===== src/rtl/ceespu_pc_ctrl_if.sv =====
// rtl/ceespu_pc_ctrl_if.sv - request/PC-control bundle between execute/hazard logic and ceespu_pc_ctrl
interface ceespu_pc_ctrl_if #(
    parameter int ADDR_W = 14
);
    logic              I_stall_req;
    logic              I_branch;
    logic [ADDR_W-1:0] I_branchAddress;
    logic              I_reti;
    logic              I_irq;
    logic [ADDR_W-1:0] I_resume_pc;
    logic              O_pc_rst;
    logic              O_pc_branch;
    logic [ADDR_W-1:0] O_pc_branchAddress;
    logic              O_pc_stall;
    logic              O_flush;
    logic              O_irq_ack;
    logic              O_in_isr;
    logic [ADDR_W-1:0] O_epc;

    modport master (
        output I_stall_req, I_branch, I_branchAddress, I_reti, I_irq, I_resume_pc,
        input  O_pc_rst, O_pc_branch, O_pc_branchAddress, O_pc_stall, O_flush,
               O_irq_ack, O_in_isr, O_epc
    );

    modport slave (
        input  I_stall_req, I_branch, I_branchAddress, I_reti, I_irq, I_resume_pc,
        output O_pc_rst, O_pc_branch, O_pc_branchAddress, O_pc_stall, O_flush,
               O_irq_ack, O_in_isr, O_epc
    );
endinterface


===== src/rtl/ceespu_pc_ctrl.sv =====
// rtl/ceespu_pc_ctrl.sv - PC redirect arbiter with pipeline flush; interrupt/RETI logic enabled by CEESPU_IRQ_EN
module ceespu_pc_ctrl #(
    parameter int                ADDR_W       = 14,
    parameter logic [ADDR_W-1:0] IRQ_VECTOR   = 14'h0004,
    parameter int                FLUSH_CYCLES = 2
) (
    input logic             I_clk,
    input logic             I_rst_n,
    ceespu_pc_ctrl_if.slave bus
);

    generate
        if (FLUSH_CYCLES < 1) begin : g_bad_flush_cycles
            $error("FLUSH_CYCLES must be at least 1");
        end
    endgenerate

    localparam int CNT_W = (FLUSH_CYCLES > 1) ? $clog2(FLUSH_CYCLES) : 1;
    localparam logic [CNT_W-1:0] CNT_LOAD = CNT_W'(FLUSH_CYCLES - 1);

    typedef enum logic {
        ST_RUN,
        ST_FLUSH
    } state_t;

    state_t            state_q, state_d;
    logic [CNT_W-1:0]  cnt_q, cnt_d;
    logic [1:0]        rst_sync_q;
    logic              pc_rst;
    logic              branch_q;
    logic [ADDR_W-1:0] addr_q;
    logic              ack_q, ack_d;
    logic              isr_q, isr_d;
    logic [ADDR_W-1:0] epc_q, epc_d;
    logic              take;
    logic [ADDR_W-1:0] target;

    assign pc_rst = ~rst_sync_q[1];

    always_comb begin
        state_d = state_q;
        cnt_d   = cnt_q;
        take    = 1'b0;
        target  = addr_q;
        ack_d   = 1'b0;
        isr_d   = isr_q;
        epc_d   = epc_q;
        case (state_q)
            ST_RUN: begin
                if (!pc_rst) begin
                    if (bus.I_branch) begin
                        take   = 1'b1;
                        target = bus.I_branchAddress;
                    end
`ifdef CEESPU_IRQ_EN
                    else if (bus.I_reti && isr_q) begin
                        take   = 1'b1;
                        target = epc_q;
                        isr_d  = 1'b0;
                    end else if (bus.I_irq && !isr_q && !bus.I_stall_req) begin
                        take   = 1'b1;
                        target = IRQ_VECTOR;
                        epc_d  = bus.I_resume_pc;
                        isr_d  = 1'b1;
                        ack_d  = 1'b1;
                    end
`endif
                    if (take) begin
                        state_d = ST_FLUSH;
                        cnt_d   = CNT_LOAD;
                    end
                end
            end
            ST_FLUSH: begin
                // Requests seen here come from flushed instructions and are dropped.
                if (cnt_q == '0) begin
                    state_d = ST_RUN;
                end else begin
                    cnt_d = cnt_q - 1'b1;
                end
            end
            default: state_d = ST_RUN;
        endcase
    end

    always_ff @(posedge I_clk or negedge I_rst_n) begin
        if (!I_rst_n) begin
            rst_sync_q <= 2'b00;
            state_q    <= ST_RUN;
            cnt_q      <= '0;
            branch_q   <= 1'b0;
            addr_q     <= '0;
            ack_q      <= 1'b0;
            isr_q      <= 1'b0;
            epc_q      <= '0;
        end else begin
            rst_sync_q <= {rst_sync_q[0], 1'b1};
            state_q    <= state_d;
            cnt_q      <= cnt_d;
            branch_q   <= take;
            if (take) begin
                addr_q <= target;
            end
            ack_q      <= ack_d;
            isr_q      <= isr_d;
            epc_q      <= epc_d;
        end
    end

`ifndef CEESPU_IRQ_EN
    logic unused_irq_inputs;
    assign unused_irq_inputs = ^{bus.I_irq, bus.I_reti, bus.I_resume_pc};
`endif

    assign bus.O_pc_rst           = pc_rst;
    assign bus.O_pc_branch        = branch_q;
    assign bus.O_pc_branchAddress = addr_q;
    assign bus.O_flush            = (state_q == ST_FLUSH);
    assign bus.O_pc_stall         = bus.I_stall_req & ~bus.O_flush & ~pc_rst;
    assign bus.O_irq_ack          = ack_q;
    assign bus.O_in_isr           = isr_q;
    assign bus.O_epc              = epc_q;

endmodule


===== src/flat_wrapper.sv =====
// flat-port wrapper written by rule: the top's interface ports become plain ports
module ceespu_pc_ctrl_flat 
#(
    parameter int                ADDR_W       = 14,
    parameter logic [ADDR_W-1:0] IRQ_VECTOR   = 14'h0004,
    parameter int                FLUSH_CYCLES = 2
)
  (I_clk, I_rst_n, bus_I_stall_req, bus_I_branch, bus_I_branchAddress, bus_I_reti, bus_I_irq, bus_I_resume_pc, bus_O_pc_rst, bus_O_pc_branch, bus_O_pc_branchAddress, bus_O_pc_stall, bus_O_flush, bus_O_irq_ack, bus_O_in_isr, bus_O_epc);
  ceespu_pc_ctrl_if #(.ADDR_W(ADDR_W)) bus_i ();
  input logic I_clk;
  input logic I_rst_n;
  input wire logic [$bits(bus_i.I_stall_req)-1:0] bus_I_stall_req;
  input wire logic [$bits(bus_i.I_branch)-1:0] bus_I_branch;
  input wire logic [$bits(bus_i.I_branchAddress)-1:0] bus_I_branchAddress;
  input wire logic [$bits(bus_i.I_reti)-1:0] bus_I_reti;
  input wire logic [$bits(bus_i.I_irq)-1:0] bus_I_irq;
  input wire logic [$bits(bus_i.I_resume_pc)-1:0] bus_I_resume_pc;
  output wire logic [$bits(bus_i.O_pc_rst)-1:0] bus_O_pc_rst;
  output wire logic [$bits(bus_i.O_pc_branch)-1:0] bus_O_pc_branch;
  output wire logic [$bits(bus_i.O_pc_branchAddress)-1:0] bus_O_pc_branchAddress;
  output wire logic [$bits(bus_i.O_pc_stall)-1:0] bus_O_pc_stall;
  output wire logic [$bits(bus_i.O_flush)-1:0] bus_O_flush;
  output wire logic [$bits(bus_i.O_irq_ack)-1:0] bus_O_irq_ack;
  output wire logic [$bits(bus_i.O_in_isr)-1:0] bus_O_in_isr;
  output wire logic [$bits(bus_i.O_epc)-1:0] bus_O_epc;
  assign bus_i.I_stall_req = bus_I_stall_req;
  assign bus_i.I_branch = bus_I_branch;
  assign bus_i.I_branchAddress = bus_I_branchAddress;
  assign bus_i.I_reti = bus_I_reti;
  assign bus_i.I_irq = bus_I_irq;
  assign bus_i.I_resume_pc = bus_I_resume_pc;
  assign bus_O_pc_rst = bus_i.O_pc_rst;
  assign bus_O_pc_branch = bus_i.O_pc_branch;
  assign bus_O_pc_branchAddress = bus_i.O_pc_branchAddress;
  assign bus_O_pc_stall = bus_i.O_pc_stall;
  assign bus_O_flush = bus_i.O_flush;
  assign bus_O_irq_ack = bus_i.O_irq_ack;
  assign bus_O_in_isr = bus_i.O_in_isr;
  assign bus_O_epc = bus_i.O_epc;
  ceespu_pc_ctrl #(.ADDR_W(ADDR_W), .IRQ_VECTOR(IRQ_VECTOR), .FLUSH_CYCLES(FLUSH_CYCLES)) u_core (.I_clk(I_clk), .I_rst_n(I_rst_n), .bus(bus_i));
endmodule

===== config.mk =====
export PLATFORM = sky130hd
export DESIGN_NAME = ceespu_pc_ctrl_flat
export DESIGN_NICKNAME = d
export VERILOG_FILES = /design/src/rtl/ceespu_pc_ctrl_if.sv /design/src/rtl/ceespu_pc_ctrl.sv /design/src/flat_wrapper.sv
export SDC_FILE = /design/constraint.sdc
export NUM_CORES = 1
export LEC_CHECK = 0
export CELL_PAD_IN_SITES_DETAIL_PLACEMENT = 1
export CELL_PAD_IN_SITES_GLOBAL_PLACEMENT = 2
export CORE_UTILIZATION = 19
export CTS_BUF_LIST = sky130_fd_sc_hd__clkbuf_8
export CTS_CLUSTER_SIZE = 25
export DETAILED_ROUTE_END_ITERATION = 6
export HOLD_SLACK_MARGIN = 0.05
export PLACE_DENSITY_LB_ADDON = 0.1
export RECOVER_POWER = 25
export SYNTH_ARGS = -nofsm -noshare
export SYNTH_HDL_FRONTEND = slang
export SYNTH_SLANG_ARGS = --single-unit

===== constraint.sdc =====
create_clock -name I_clk -period 1.6 [get_ports I_clk]
set_input_delay 0.32 -clock I_clk [delete_from_list [all_inputs] [get_ports I_clk]]
set_output_delay 0.32 -clock I_clk [all_outputs]
set_load 0.01 [all_outputs]

==> results.py <==
metrics = {
    "status": {
        "status": "complete, no violations",
    },
    "timing": {
        "finClkSkew_ns": 0.00112,
        "whs_ns": 0.358,
        "max_freq_mhz": 669,
        "setup_viol": 0,
        "rsz0062_at_grt": "no",
        "period_share_pct": 93.5,
        "setup_tns_ns": 0,
        "min_period_ns": 1.50,
        "hold_viol_final": 0,
        "slew_violations": 0,
    },
    "clocking": {
        "clock-root-buffer": "clkbuf_8",
        "cts_buffers": 3,
        "cts.sinks": 19,
        "tritoncts": "built",
        "h-tree-depth": 1,
        "cts-hold-fix-buffers": 0,
        "worst_skew_pair.late_latency_ns": 0.25,
        "clk_pin_slew_ns": 0.07,
        "cts_buffer_depth": 2,
    },
    "floorplanning": {
        "design.core.area_um2": 4320,
        "die_y_um": 69.0,
        "die_area_um2": 4760,
        "start_util_pct": 19.7,
        "rows": 24,
        "ios": 68,
        "chipWidth_um": 69.0,
    },
    "yosys": {
        "avgSynthCellArea_um2": 14.2,
        "synthCells": 60,
        "synth.distinct_cells": 12,
        "ys_seq_area_share_pct": 55.7,
        "ys_seq_elements": 19,
        "netlist_area_um2": 853,
        "yosys_warnings": 0,
    },
    "route": {
        "dr.pass1.iters": 2,
        "drc_errors": 0,
        "drtAntennaViolNets": 0,
        "via_count": 532,
        "viasPerCell": 3.50,
        "wire_per_inst_um": 11.0,
        "drt_first_iter_violations": 10,
        "drt-total-wl_um": 1680,
    },
    "critical_path": {
        "path_cells": "clkdlybuf4s50_1",
        "cp.arrival_ns": 1.18,
        "path_delay_family": "buffers and inverters",
        "crit_path_max_fanout": 2,
        "start_kind": "register",
        "critical_path.max_stage_delay_ns": 0.56,
        "critPathRequiredTime_ns": 1.28,
        "path_buf_inv": 1,
        "cp-end-kind": "primary output",
        "critical_path_class": "reg2out",
        "cp_slowest_cell": "clkdlybuf4s50_1",
    },
    "layout": {
        "synthToLayoutAreaGrowth_pct": 47.5,
        "final_cell_mix": "clkdlybuf4s50_1 (31), dfrtp_1 (19), conb_1 (17), mux2_4 (8), mux2_2 (6)",
        "nets": 135,
        "diodes": 0,
        "layout-drive-gt1-share_pct": 22.0,
        "layout_commonest_cell": "clkdlybuf4s50_1",
        "fillers": 488,
    },
    "placement": {
        "place_congestion": 0.566,
        "dpl.hpwl_um": 1180,
        "io_buffers": 35,
    },
    "global_routing": {
        "grt_overflow": 0,
        "first_global_vias": 590,
        "grt_start_max_net_pins": 20,
        "antenna_found_initial": 0,
        "grt_use_total_pct": 7.71,
        "grt_pass1_wl_um": 2930,
    },
    "job": {
        "drv_cap": 0,
    },
    "power_and_ir_drop": {
        "power.density_nw_per_um2": 1210,
        "vdd_drop_max_mv": 0.456,
        "p_leak_nw": 0.620,
    },
    "min_path": {
        "worstHoldPathType": "reg2reg",
    },
}
==> area by class of cell <==
cell class | instances | area (um^2) | share of cell area (%)
tap | 52 | 65.1 | 5.17
clock buffer | 3 | 41.3 | 3.28
inverter | 2 | 7.51 | 0.596
clock inverter | 1 | 3.75 | 0.298
sequential | 19 | 475 | 37.8
multi-input combinational | 37 | 295 | 23.5
timing repair buffer | 38 | 370 | 29.4
==> per-layer routing <==
| metal | up-vias | routed length (um) | track usage [%] |
|---|---|---|---|
| li1 | 241 | - | - |
| met1 | 262 | 728 | 9.85 |
| met2 | 29 | 798 | 11.8 |
| met3 | 0 | 151 | 3.95 |
| met4 | 0 | 0 | 1.36 |
| met5 | - | 0 | 0 |
==> metrics by stage <==
step / instances / worst slack, ns / util (%) / cell area, um^2 / total power [mW]
2_1_floorplan: 75 / 0.386 / - / 910 / 0.933
3_3_place_gp: 148 / -0.213 / 28.1 / 1220 / 1.22
3_5_place_dp: 148 / -0.225 / 28.1 / 1220 / 1.22
4_1_cts: 152 / 0.0107 / 29.1 / 1260 / 1.56
5_1_grt: 152 / 0.0450 / 29.1 / 1260 / 1.63
6_report: 152 / 0.105 / 29.1 / 1260 / 1.53
==> path summary, 6_finish.rpt <==
path / from / to / slack (ns) / depth (start not counted)
min in group asynchronous: I_rst_n / u_core.bus.O_pc_branchAddress[3] / 0.55 / 2
setup / recovery: u_core.bus.O_pc_branchAddress[12] / bus_O_pc_branchAddress[12] / 0.10 / 1
max in group asynchronous: I_rst_n / u_core.bus.O_pc_branchAddress[9] / 0.72 / 2
hold reg to reg: u_core.rst_sync_q[0] / u_core.rst_sync_q[1] / 0.36 / 0
setup reg to reg: u_core.bus.O_flush / u_core.bus.O_pc_branchAddress[1] / 0.25 / 3
hold / removal: u_core.rst_sync_q[0] / u_core.rst_sync_q[1] / 0.36 / 0
==> where the power goes <==
part,internal [mW],switching [mW],leakage (nW)
clock,0.170,0.152,0.0269
combinational,0.352,0.190,0.368
sequential,0.599,0.0633,0.225
==> worst register-to-register path, delay by kind of cell, from the launching register on <==
kind                   cells  cell delay, ns
DFF                        1            0.38
muxes                      1            0.39
buffers and inverters      1            0.14
and+or+nand+nor            1            0.33
==> flip-flops by register name, indices dropped and copies added, names as in the netlist <==
signal,cells
u_core.bus.O_flush,1
u_core.bus.O_pc_branch,1
u_core.bus.O_pc_branchAddress,14
u_core.cnt_q,1
u_core.rst_sync_q,2
==> what timing repair did <==
action	CTS	global route
buffers inserted	0	0
setup endpoints to repair	1	3
gates resized for setup	1	5
hold endpoints to repair	0	0
pin swaps	0	0
==> synth_stat cells, drive strengths merged <==
cell type  number  area, um^2
a21oi           1        5.00
buf            17         131
conb            2        7.51
dfrtp          19         475
inv             2        7.51
mux2           14         188
nand2           2        7.51
nand3b          1        20.0
nor2            1        3.75
nor3b           1        7.51
==> cells by family (layout without fill, tap and decap cells) <==
logic type / after synthesis / count (layout) / synth area share, %
compound gates: 1 / 1 / 0.586
buf+inv: 19 / 44 / 16.3
flops: 19 / 19 / 55.7
mux: 14 / 14 / 22.0
other cells: 2 / 17 / 0.880
simple gates: 5 / 5 / 4.55
Power figures use the tool's default switching activity.
